--- src/rtl/gam_pattern_sequencer_pkg.sv ---
// Shared types for the GAM memory pipeline: pattern vectors, the Memory_Layer
// handshake and mode enums, and the pattern sequencer state encoding.
package GAM_package;

  typedef logic [31:0] node_vector_T;

  typedef enum logic {READY = 1'b0, WAIT = 1'b1} READY_WAIT_T;

  typedef enum logic {LEARNING = 1'b0, RECALL = 1'b1} LEARNING_RECALL_T;

  typedef enum logic [1:0] {IDLE, FEED, ACK, DONE} SEQ_STATE_T;

endpackage

--- src/rtl/gam_pattern_sequencer_if.sv ---
// Link between the pattern sequencer (master) and Memory_Layer (slave):
// pattern/class delivery, the ready_wait handshake and the learning/recall mode.
interface gam_pattern_sequencer_if;
  import GAM_package::*;

  node_vector_T     x;
  int               c;
  logic             x_valid;
  logic             learning_done;
  LEARNING_RECALL_T learning_recall;
  READY_WAIT_T      ready_wait;

  modport master (
    output x, c, x_valid, learning_done, learning_recall,
    input  ready_wait
  );

  modport slave (
    input  x, c, x_valid, learning_done, learning_recall,
    output ready_wait
  );

endinterface

--- src/rtl/gam_pattern_sequencer_store.sv ---
// Pattern register file, CLASS_COUNT x NODE_COUNT entries addressed 1-based by
// (class, node); one write port and one combinational read port. Contents are not reset.
module gam_pattern_store
  import GAM_package::*;
#(
  parameter int CLASS_COUNT = 4,
  parameter int NODE_COUNT  = 16
) (
  input  logic                              clk,
  input  logic                              we,
  input  logic [$clog2(CLASS_COUNT+1)-1:0]  wr_class,
  input  logic [$clog2(NODE_COUNT+1)-1:0]   wr_node,
  input  node_vector_T                      wr_data,
  input  logic [$clog2(CLASS_COUNT+1)-1:0]  rd_class,
  input  logic [$clog2(NODE_COUNT+1)-1:0]   rd_node,
  output node_vector_T                      rd_data
);

  localparam int CW    = $clog2(CLASS_COUNT+1);
  localparam int NW    = $clog2(NODE_COUNT+1);
  localparam int DEPTH = CLASS_COUNT * NODE_COUNT;
  localparam int AW    = $clog2(DEPTH);

  node_vector_T  mem_q [DEPTH];
  logic [AW-1:0] wr_addr;
  logic [AW-1:0] rd_addr;
  logic          rd_ok;

  // Indices arrive 1-based; the caller only asserts we for in-range indices.
  assign wr_addr = AW'((int'(wr_class) - 1) * NODE_COUNT + (int'(wr_node) - 1));
  assign rd_addr = AW'((int'(rd_class) - 1) * NODE_COUNT + (int'(rd_node) - 1));

  assign rd_ok = (rd_class != '0) && (rd_class <= CW'(CLASS_COUNT)) &&
                 (rd_node  != '0) && (rd_node  <= NW'(NODE_COUNT));

  assign rd_data = rd_ok ? mem_q[rd_addr] : '0;

  always_ff @(posedge clk) begin
    if (we) begin
      mem_q[wr_addr] <= wr_data;
    end
  end

endmodule

--- src/rtl/gam_pattern_sequencer.sv ---
// Feeds host-loaded training patterns to Memory_Layer one at a time over the
// ready_wait handshake, then switches to RECALL and forwards recall probes.
module gam_pattern_sequencer
  import GAM_package::*;
#(
  parameter int CLASS_COUNT = 4,
  parameter int NODE_COUNT  = 16,
  parameter int ACK_TIMEOUT = 64
) (
  input  logic                              clk,
  input  logic                              reset,
  input  logic                              wr_en,
  input  logic [$clog2(CLASS_COUNT+1)-1:0]  wr_class,
  input  logic [$clog2(NODE_COUNT+1)-1:0]   wr_node,
  input  node_vector_T                      wr_data,
  input  logic                              cnt_we,
  input  logic [$clog2(NODE_COUNT+1)-1:0]   cnt_data,
  input  logic                              start,
  input  logic                              abort,
  input  logic                              recall_we,
  input  node_vector_T                      recall_x,
  gam_pattern_sequencer_if.master           ml,
  output logic                              busy,
  output logic                              err
);

  localparam int CW = $clog2(CLASS_COUNT+1);
  localparam int NW = $clog2(NODE_COUNT+1);
  localparam int TW = $clog2(ACK_TIMEOUT);

  SEQ_STATE_T       state_q, state_d;
  logic [CW-1:0]    cls_q, cls_d;
  logic [NW-1:0]    node_q, node_d;
  logic             last_q, last_d;
  logic [TW-1:0]    tmo_q, tmo_d;
  logic [NW-1:0]    cnt_q [CLASS_COUNT+1];
  logic [NW-1:0]    cnt_d [CLASS_COUNT+1];

  node_vector_T     x_q, x_d;
  int               c_q, c_d;
  logic             x_valid_q, x_valid_d;
  logic             done_q, done_d;
  LEARNING_RECALL_T lr_q, lr_d;
  logic             busy_q, busy_d;
  logic             err_q, err_d;

  logic             writes_open, class_ok, node_ok;
  logic             store_we, cnt_ok, wr_reject;
  logic [NW-1:0]    cur_cnt;
  logic             any_nonempty, later_nonempty;
  node_vector_T     rd_data;

  assign writes_open = (state_q == IDLE) || (state_q == DONE);
  assign class_ok    = (wr_class != '0) && (wr_class <= CW'(CLASS_COUNT));
  assign node_ok     = (wr_node  != '0) && (wr_node  <= NW'(NODE_COUNT));
  assign store_we    = wr_en  && writes_open && class_ok && node_ok;
  assign cnt_ok      = cnt_we && writes_open && class_ok;
  assign wr_reject   = (wr_en && !store_we) || (cnt_we && !cnt_ok);
  assign cur_cnt     = (cls_q <= CW'(CLASS_COUNT)) ? cnt_q[cls_q] : '0;

  gam_pattern_store #(
    .CLASS_COUNT (CLASS_COUNT),
    .NODE_COUNT  (NODE_COUNT)
  ) u_store (
    .clk      (clk),
    .we       (store_we),
    .wr_class (wr_class),
    .wr_node  (wr_node),
    .wr_data  (wr_data),
    .rd_class (cls_q),
    .rd_node  (node_q),
    .rd_data  (rd_data)
  );

  // Emptiness scan uses the post-write counts so a count written with start takes effect.
  always_comb begin
    cnt_d = cnt_q;
    if (cnt_ok) begin
      cnt_d[wr_class] = (cnt_data > NW'(NODE_COUNT)) ? NW'(NODE_COUNT) : cnt_data;
    end
    any_nonempty   = 1'b0;
    later_nonempty = 1'b0;
    for (int k = 1; k <= CLASS_COUNT; k++) begin
      if (cnt_d[CW'(k)] != '0) any_nonempty = 1'b1;
      if ((CW'(k) > cls_q) && (cnt_q[CW'(k)] != '0)) later_nonempty = 1'b1;
    end
  end

  always_ff @(posedge clk or negedge reset) begin
    if (!reset) begin
      state_q   <= IDLE;
      cls_q     <= '0;
      node_q    <= '0;
      last_q    <= 1'b0;
      tmo_q     <= '0;
      for (int k = 0; k <= CLASS_COUNT; k++) cnt_q[k] <= '0;
      x_q       <= '0;
      c_q       <= 0;
      x_valid_q <= 1'b0;
      done_q    <= 1'b0;
      lr_q      <= LEARNING;
      busy_q    <= 1'b0;
      err_q     <= 1'b0;
    end else begin
      state_q   <= state_d;
      cls_q     <= cls_d;
      node_q    <= node_d;
      last_q    <= last_d;
      tmo_q     <= tmo_d;
      cnt_q     <= cnt_d;
      x_q       <= x_d;
      c_q       <= c_d;
      x_valid_q <= x_valid_d;
      done_q    <= done_d;
      lr_q      <= lr_d;
      busy_q    <= busy_d;
      err_q     <= err_d;
    end
  end

  always_comb begin
    state_d = state_q;
    cls_d   = cls_q;
    node_d  = node_q;
    last_d  = last_q;
    tmo_d   = tmo_q;
    if (abort) begin
      state_d = IDLE;
    end else begin
      unique case (state_q)
        IDLE: if (start) begin
          cls_d   = CW'(1);
          node_d  = NW'(1);
          last_d  = 1'b0;
          state_d = any_nonempty ? FEED : DONE;
        end
        FEED: begin
          if (cls_q > CW'(CLASS_COUNT)) begin
            state_d = DONE;
          end else if ((cur_cnt == '0) || (node_q > cur_cnt)) begin
            cls_d  = cls_q + CW'(1);
            node_d = NW'(1);
          end else if (ml.ready_wait == READY) begin
            last_d  = !later_nonempty && (node_q == cur_cnt);
            node_d  = node_q + NW'(1);
            tmo_d   = '0;
            state_d = ACK;
          end
        end
        ACK: begin
          if (ml.ready_wait == WAIT) begin
            state_d = last_q ? DONE : FEED;
          end else if (tmo_q == TW'(ACK_TIMEOUT - 1)) begin
            state_d = IDLE;
          end else begin
            tmo_d = tmo_q + TW'(1);
          end
        end
        DONE: ;
        default: state_d = IDLE;
      endcase
    end
  end

  always_comb begin
    x_d       = x_q;
    c_d       = c_q;
    x_valid_d = 1'b0;
    done_d    = done_q;
    lr_d      = lr_q;
    err_d     = err_q;
    busy_d    = (state_d == FEED) || (state_d == ACK);
    if ((state_q == IDLE) && start && !abort) err_d = 1'b0;
    if (wr_reject) err_d = 1'b1;
    if (abort) begin
      done_d = 1'b0;
      lr_d   = LEARNING;
    end else begin
      if ((state_q == FEED) && (state_d == ACK)) begin
        x_d       = rd_data;
        c_d       = int'(cls_q);
        x_valid_d = 1'b1;
      end
      if ((state_q == ACK) && (state_d == IDLE)) err_d = 1'b1;
      if ((state_q == DONE) && recall_we) begin
        x_d       = recall_x;
        c_d       = 0;
        x_valid_d = 1'b1;
      end
      if (state_d == DONE) begin
        done_d = 1'b1;
        lr_d   = RECALL;
      end
    end
  end

  assign ml.x               = x_q;
  assign ml.c               = c_q;
  assign ml.x_valid         = x_valid_q;
  assign ml.learning_done   = done_q;
  assign ml.learning_recall = lr_q;
  assign busy               = busy_q;
  assign err                = err_q;

endmodule

--- src/flat_wrapper.sv ---
// flat-port wrapper written by rule: the top's interface ports become plain ports
module gam_pattern_sequencer_flat import GAM_package::*;
#(
  parameter int CLASS_COUNT = 4,
  parameter int NODE_COUNT  = 16,
  parameter int ACK_TIMEOUT = 64
)
  (clk, reset, wr_en, wr_class, wr_node, wr_data, cnt_we, cnt_data, start, abort, recall_we, recall_x, busy, err, ml_x, ml_c, ml_x_valid, ml_learning_done, ml_learning_recall, ml_ready_wait);
  gam_pattern_sequencer_if ml_i ();
  input  logic clk;
  input  logic reset;
  input  logic wr_en;
  input  logic [$clog2(CLASS_COUNT+1)-1:0] wr_class;
  input  logic [$clog2(NODE_COUNT+1)-1:0] wr_node;
  input  node_vector_T wr_data;
  input  logic cnt_we;
  input  logic [$clog2(NODE_COUNT+1)-1:0] cnt_data;
  input  logic start;
  input  logic abort;
  input  logic recall_we;
  input  node_vector_T recall_x;
  output logic busy;
  output logic err;
  output wire logic [$bits(ml_i.x)-1:0] ml_x;
  output wire logic [$bits(ml_i.c)-1:0] ml_c;
  output wire logic [$bits(ml_i.x_valid)-1:0] ml_x_valid;
  output wire logic [$bits(ml_i.learning_done)-1:0] ml_learning_done;
  output wire logic [$bits(ml_i.learning_recall)-1:0] ml_learning_recall;
  input wire logic [$bits(ml_i.ready_wait)-1:0] ml_ready_wait;
  assign ml_x = ml_i.x;
  assign ml_c = ml_i.c;
  assign ml_x_valid = ml_i.x_valid;
  assign ml_learning_done = ml_i.learning_done;
  assign ml_learning_recall = ml_i.learning_recall;
  assign ml_i.ready_wait = ml_ready_wait;
  gam_pattern_sequencer #(.CLASS_COUNT(CLASS_COUNT), .NODE_COUNT(NODE_COUNT), .ACK_TIMEOUT(ACK_TIMEOUT)) u_core (.clk(clk), .reset(reset), .wr_en(wr_en), .wr_class(wr_class), .wr_node(wr_node), .wr_data(wr_data), .cnt_we(cnt_we), .cnt_data(cnt_data), .start(start), .abort(abort), .recall_we(recall_we), .recall_x(recall_x), .ml(ml_i), .busy(busy), .err(err));
endmodule
--- config.mk ---
export PLATFORM = sky130hd
export DESIGN_NAME = gam_pattern_sequencer_flat
export DESIGN_NICKNAME = d
export VERILOG_FILES = /design/src/rtl/gam_pattern_sequencer_pkg.sv /design/src/rtl/gam_pattern_sequencer_if.sv /design/src/rtl/gam_pattern_sequencer_store.sv /design/src/rtl/gam_pattern_sequencer.sv /design/src/flat_wrapper.sv
export SDC_FILE = /design/constraint.sdc
export NUM_CORES = 2
export LEC_CHECK = 0
export ABC_AREA = 1
export BUFFER_PORTS_ARGS = -buffer_cell sky130_fd_sc_hd__buf_2
export CORE_MARGIN = 10
export CORE_UTILIZATION = 40
export CTS_BUF_LIST = sky130_fd_sc_hd__clkbuf_8
export DETAILED_ROUTE_END_ITERATION = 10
export HOLD_SLACK_MARGIN = 0.06
export PLACE_DENSITY = 0.61
export SLEW_MARGIN = 20
export SYNTH_ARGS = -nofsm -noshare
export SYNTH_HDL_FRONTEND = slang
export SYNTH_SLANG_ARGS = --single-unit
export TNS_END_PERCENT = 50
--- constraint.sdc ---
create_clock -name clk -period 8.65 [get_ports clk]
set_input_delay 0.4325 -clock clk [delete_from_list [all_inputs] [get_ports clk]]
set_output_delay 0.4325 -clock clk [all_outputs]
set_load 0.02 [all_outputs]
==> impl_results.md <==
* Switch Pwr at roughly 19 mW
* Post-synth ARST share at between 3 and 4%
* Most frequent cells in the layout: 2,159 x nand2_1, 2,048 x edfxtp_1, 1,976 x nand3_1
* CTS tree: yes
* Min Tclk post-route at around 5.2 ns
* Synthesized-area fraction occupied by xor and xnor cells at less than 1%
* Final GP Congestion at just over 0.8
* Yosys top cell by area: edfxtp_1
* Post-synthesis compound-gate area fraction at 1.36%
* Max-capacitance violation count at 0
* Reg clk slew, reported paths at roughly 0.060 ns
* CP cell instances: inv_16 -> buf_4 -> buf_4 -> buf_4 -> nand2_1 -> nand3_1 -> nand3_1 -> nand3_1 -> nand3_1 -> nand3_1 -> nand3_1 -> a21oi_1
* Mapped Area at 86,900 µm²
* Slew @ Worst Pin at 1.26 ns
* Setup crit end kind: register
* Ratio of cells with drive above 1 in the final layout at about a tenth
* Post-Synth Adder-Cell Area at less than 1%
* Site Rows at approximately 170
* Drt first pass iters at 8
* Vias in the first global route at roughly 57,000
* Number of port buffers at between 100 and 150
* Synth area leaders: edfxtp_1 71%, nand3_1 11%, nand2_1 9.3%
* # setup viols final at 0
* Final hold vios at 0
* Syn. warnings at 0
* CP startpoint kind: register
* Hold Path Class: in2reg
* Initial Util at around two fifths
* Max IR drop VDD at approximately 0.00064 V
* Max Clock Freq at ~0.19 GHz
* Core area at about 220,000 µm²
* Commonest non-fill, non-tap cell in the layout: nand2_1
* Top FF cell, synth: edfxtp_1
* Post-CTS Setup Bufs at 0
* Reg power frac at a little under 30%
* Synth Area in Simple Gates at a little over a fifth
* WP depth at 12
* Crit path required time at 9.65 ns
* CTS Root Cell: clkbuf_8
* Register area share after synthesis at 73.1%
* Die ar. at 236,000 µm²
* Initial DRC count at 7,370
* Logic pwr share at around half
* Final ANT Viol Nets at 0
* PwrDens at ~410 nW/µm²
* I/O Pins at around 150
* Slew HR at 16.2%
* Multiplexer share of the synthesized area at 0%
* CTS Sinks at 2,129
* Final cell count without fillers at 10,700
* Arrival time of the worst setup path at approximately 6.2 ns
* Number of synthesized register bits at 2,129
* Post-CTS Resized at 0
* Cell Int Power at ~21 mW
* DP HPWL at about 130,000 µm
* Status: finished, final reports clean
* Largest family of logic cells by synthesized area: simple AND/OR/NAND/NOR gates
* CP top delay family: buffers and inverters
* DIE WIDTH at just under 500 µm
* Initial antenna violation count at 12
* Slowest cell on crit path: buf_4
* Switch share at between 40% and 50%
* Global Route Usage Sum at approximately a fifth
* Avg WL per Cell at approximately 24 µm
* DRC viols at 0
* CP bufs+invs at 4
* Vias/cell at around 5.6
* Unique cell type count in the Yosys netlist at 50
* Worst Setup Path Type: reg2reg
* Max-slew violations at 0
* Clock power share at 20.6%
* First-pass GRT wire length at approximately 380,000 µm
* NumNets Final at between 7,000 and 8,000
* Setup TNS at 0 ns
* Hold path cells at 4
* Slowest stage delay, CP at ~0.89 ns
* Inserted Clock Buffers at 359
* Vias at around 60,000
* Placed Cells at about 10,000
* Place WS at about 3.6 ns
* Total chip power at a little under 40 mW
* Die Height at between 400 and 500 µm
* P_leak at 35.0 nW
* CTS Buffer Depth at 4
* Number of synthesized flops with an enable pin at 2,048
* Reg2reg path depth at 12
* Syn Inst Count at 7,295
* Setup Skew at approximately 0.078 ns
* CTS H-tree depth at 5
* Largest net degree at the start of global routing at between 150 and 200
* Post-synth top area share at a little over two thirds
* Worst skew pair latency at ~1.1 ns
* Unrepaired setup endpoints after global routing: no
* WL final at between 200,000 and 300,000 µm
* Crit path top cell by count: nand3_1
* Mapped Avg Cell Area at ~12 µm²
* Tcrit/Tclk final at about 61%
* Final Worst Setup Slack at about 3.4 ns
* Syn-to-layout area delta at 12.7%
* Grt total ovfl at 0
* Maximum fanout along the worst path at ~170
==> final timing paths <==
check,from,endpoint,slack (ns)
max in group asynchronous,reset,u_core.ml.x[11],7.46
min in group asynchronous,reset,u_core.cnt_q[10],0.42
max,u_core.node_q[0],u_core.ml.x[15],3.41
min reg2reg,u_core.cnt_q[22],u_core.cnt_q[22],0.48
min,recall_x[19],u_core.ml.x[19],0.22
max reg2reg,u_core.node_q[0],u_core.ml.x[15],3.41
==> synthesized netlist by cell type, types with 6 or more instances <==
cell	instances
a21oi_1	81
buf_1	42
buf_2	257
buf_4	45
clkbuf_1	145
dfrtp_1	81
edfxtp_1	2048
ha_1	35
inv_1	70
inv_2	6
nand2_1	2160
nand3_1	1976
nor2_1	167
o211ai_1	14
o21ai_0	67
o22ai_1	14
o31ai_1	7
xor2_1	9
==> repair_timing <==
item,4_1_cts,5_1_grt
endpoints found under the hold margin,1372,384
setup endpoints to repair,0,0
hold buffers,87,6
==> sequential cells by signal, summed over array words and instances (netlist names) <==
name / cells
u_core.busy: 1
u_core.ml.x: 32
u_core.u_store.mem_q: 2048
u_core.cnt_q: 25
u_core.err: 1
u_core.cls_q: 3
u_core.ml.learning_done: 1
u_core.node_q: 5
u_core.ml.x_valid: 1
u_core.state_q: 2
u_core.last_q: 1
u_core.tmo_q: 6
u_core.ml.c: 3
==> cell type report <==
| cell class | count | area [µm²] |
|---|---|---|
| repair buffers | 357 | 2790 |
| fillers | 19500 | 119000 |
| clock buffers | 376 | 5170 |
| flip-flops and latches | 2129 | 63500 |
| inverters | 80 | 343 |
| multi-input cells | 4622 | 21400 |
| clock inverters | 238 | 1150 |
| diodes | 6 | 15.0 |
| well taps | 2854 | 3570 |
==> power groups by stage <==
stage / registers (mW) / logic, mW / clock network [mW]
6_report: 11.7 / 19.8 / 8.16
3_3_place_gp: 11.9 / 19.4 / 0
4_1_cts: 11.7 / 19.5 / 8.28
5_1_grt: 11.7 / 21.1 / 8.73
3_5_place_dp: 11.9 / 19.4 / 0
2_1_floorplan: 11.9 / 11.7 / 0
==> cells by family after synthesis <==
group                      count (synthesis)
adders and majority gates                 37
DFF                                     2129
and+or+nand+nor                         4336
buffers and inverters                    572
xor gates and xnor gates                  15
other                                      1
AOI/OAI and AO/OA                        205
==> stage by stage <==
step | util (%) | area, µm² | hold WS [ns]
after floorplan | - | 87000 | 0.137
after global placement | 41.8 | 90600 | 0.467
after detailed placement | 41.8 | 90600 | 0.468
after CTS | 45.1 | 97800 | 0.0921
after global routing | 45.2 | 97900 | 0.212
final | 45.2 | 97900 | 0.216
==> metal layers <==
| metal | vias to the layer above | track usage (%) | routed length, µm |
|---|---|---|---|
| li1 | 26500 | - | - |
| met1 | 29200 | 28.7 | 105000 |
| met2 | 2993 | 33.4 | 119000 |
| met3 | 501 | 4.15 | 24100 |
| met4 | 8 | 7.29 | 8410 |
| met5 | - | 0 | 58 |
==> worst register-to-register path, delay by kind of cell (launching register included) <==
| kind | cells | cell delay (ns) |
|---|---|---|
| buffers and inverters | 4 | 3.22 |
| AND/OR/NAND/NOR | 7 | 1.03 |
| flip-flops | 1 | 0.78 |
| AO/OA/AOI/OAI | 1 | 0.17 |
(Power assumes the default switching activity.)
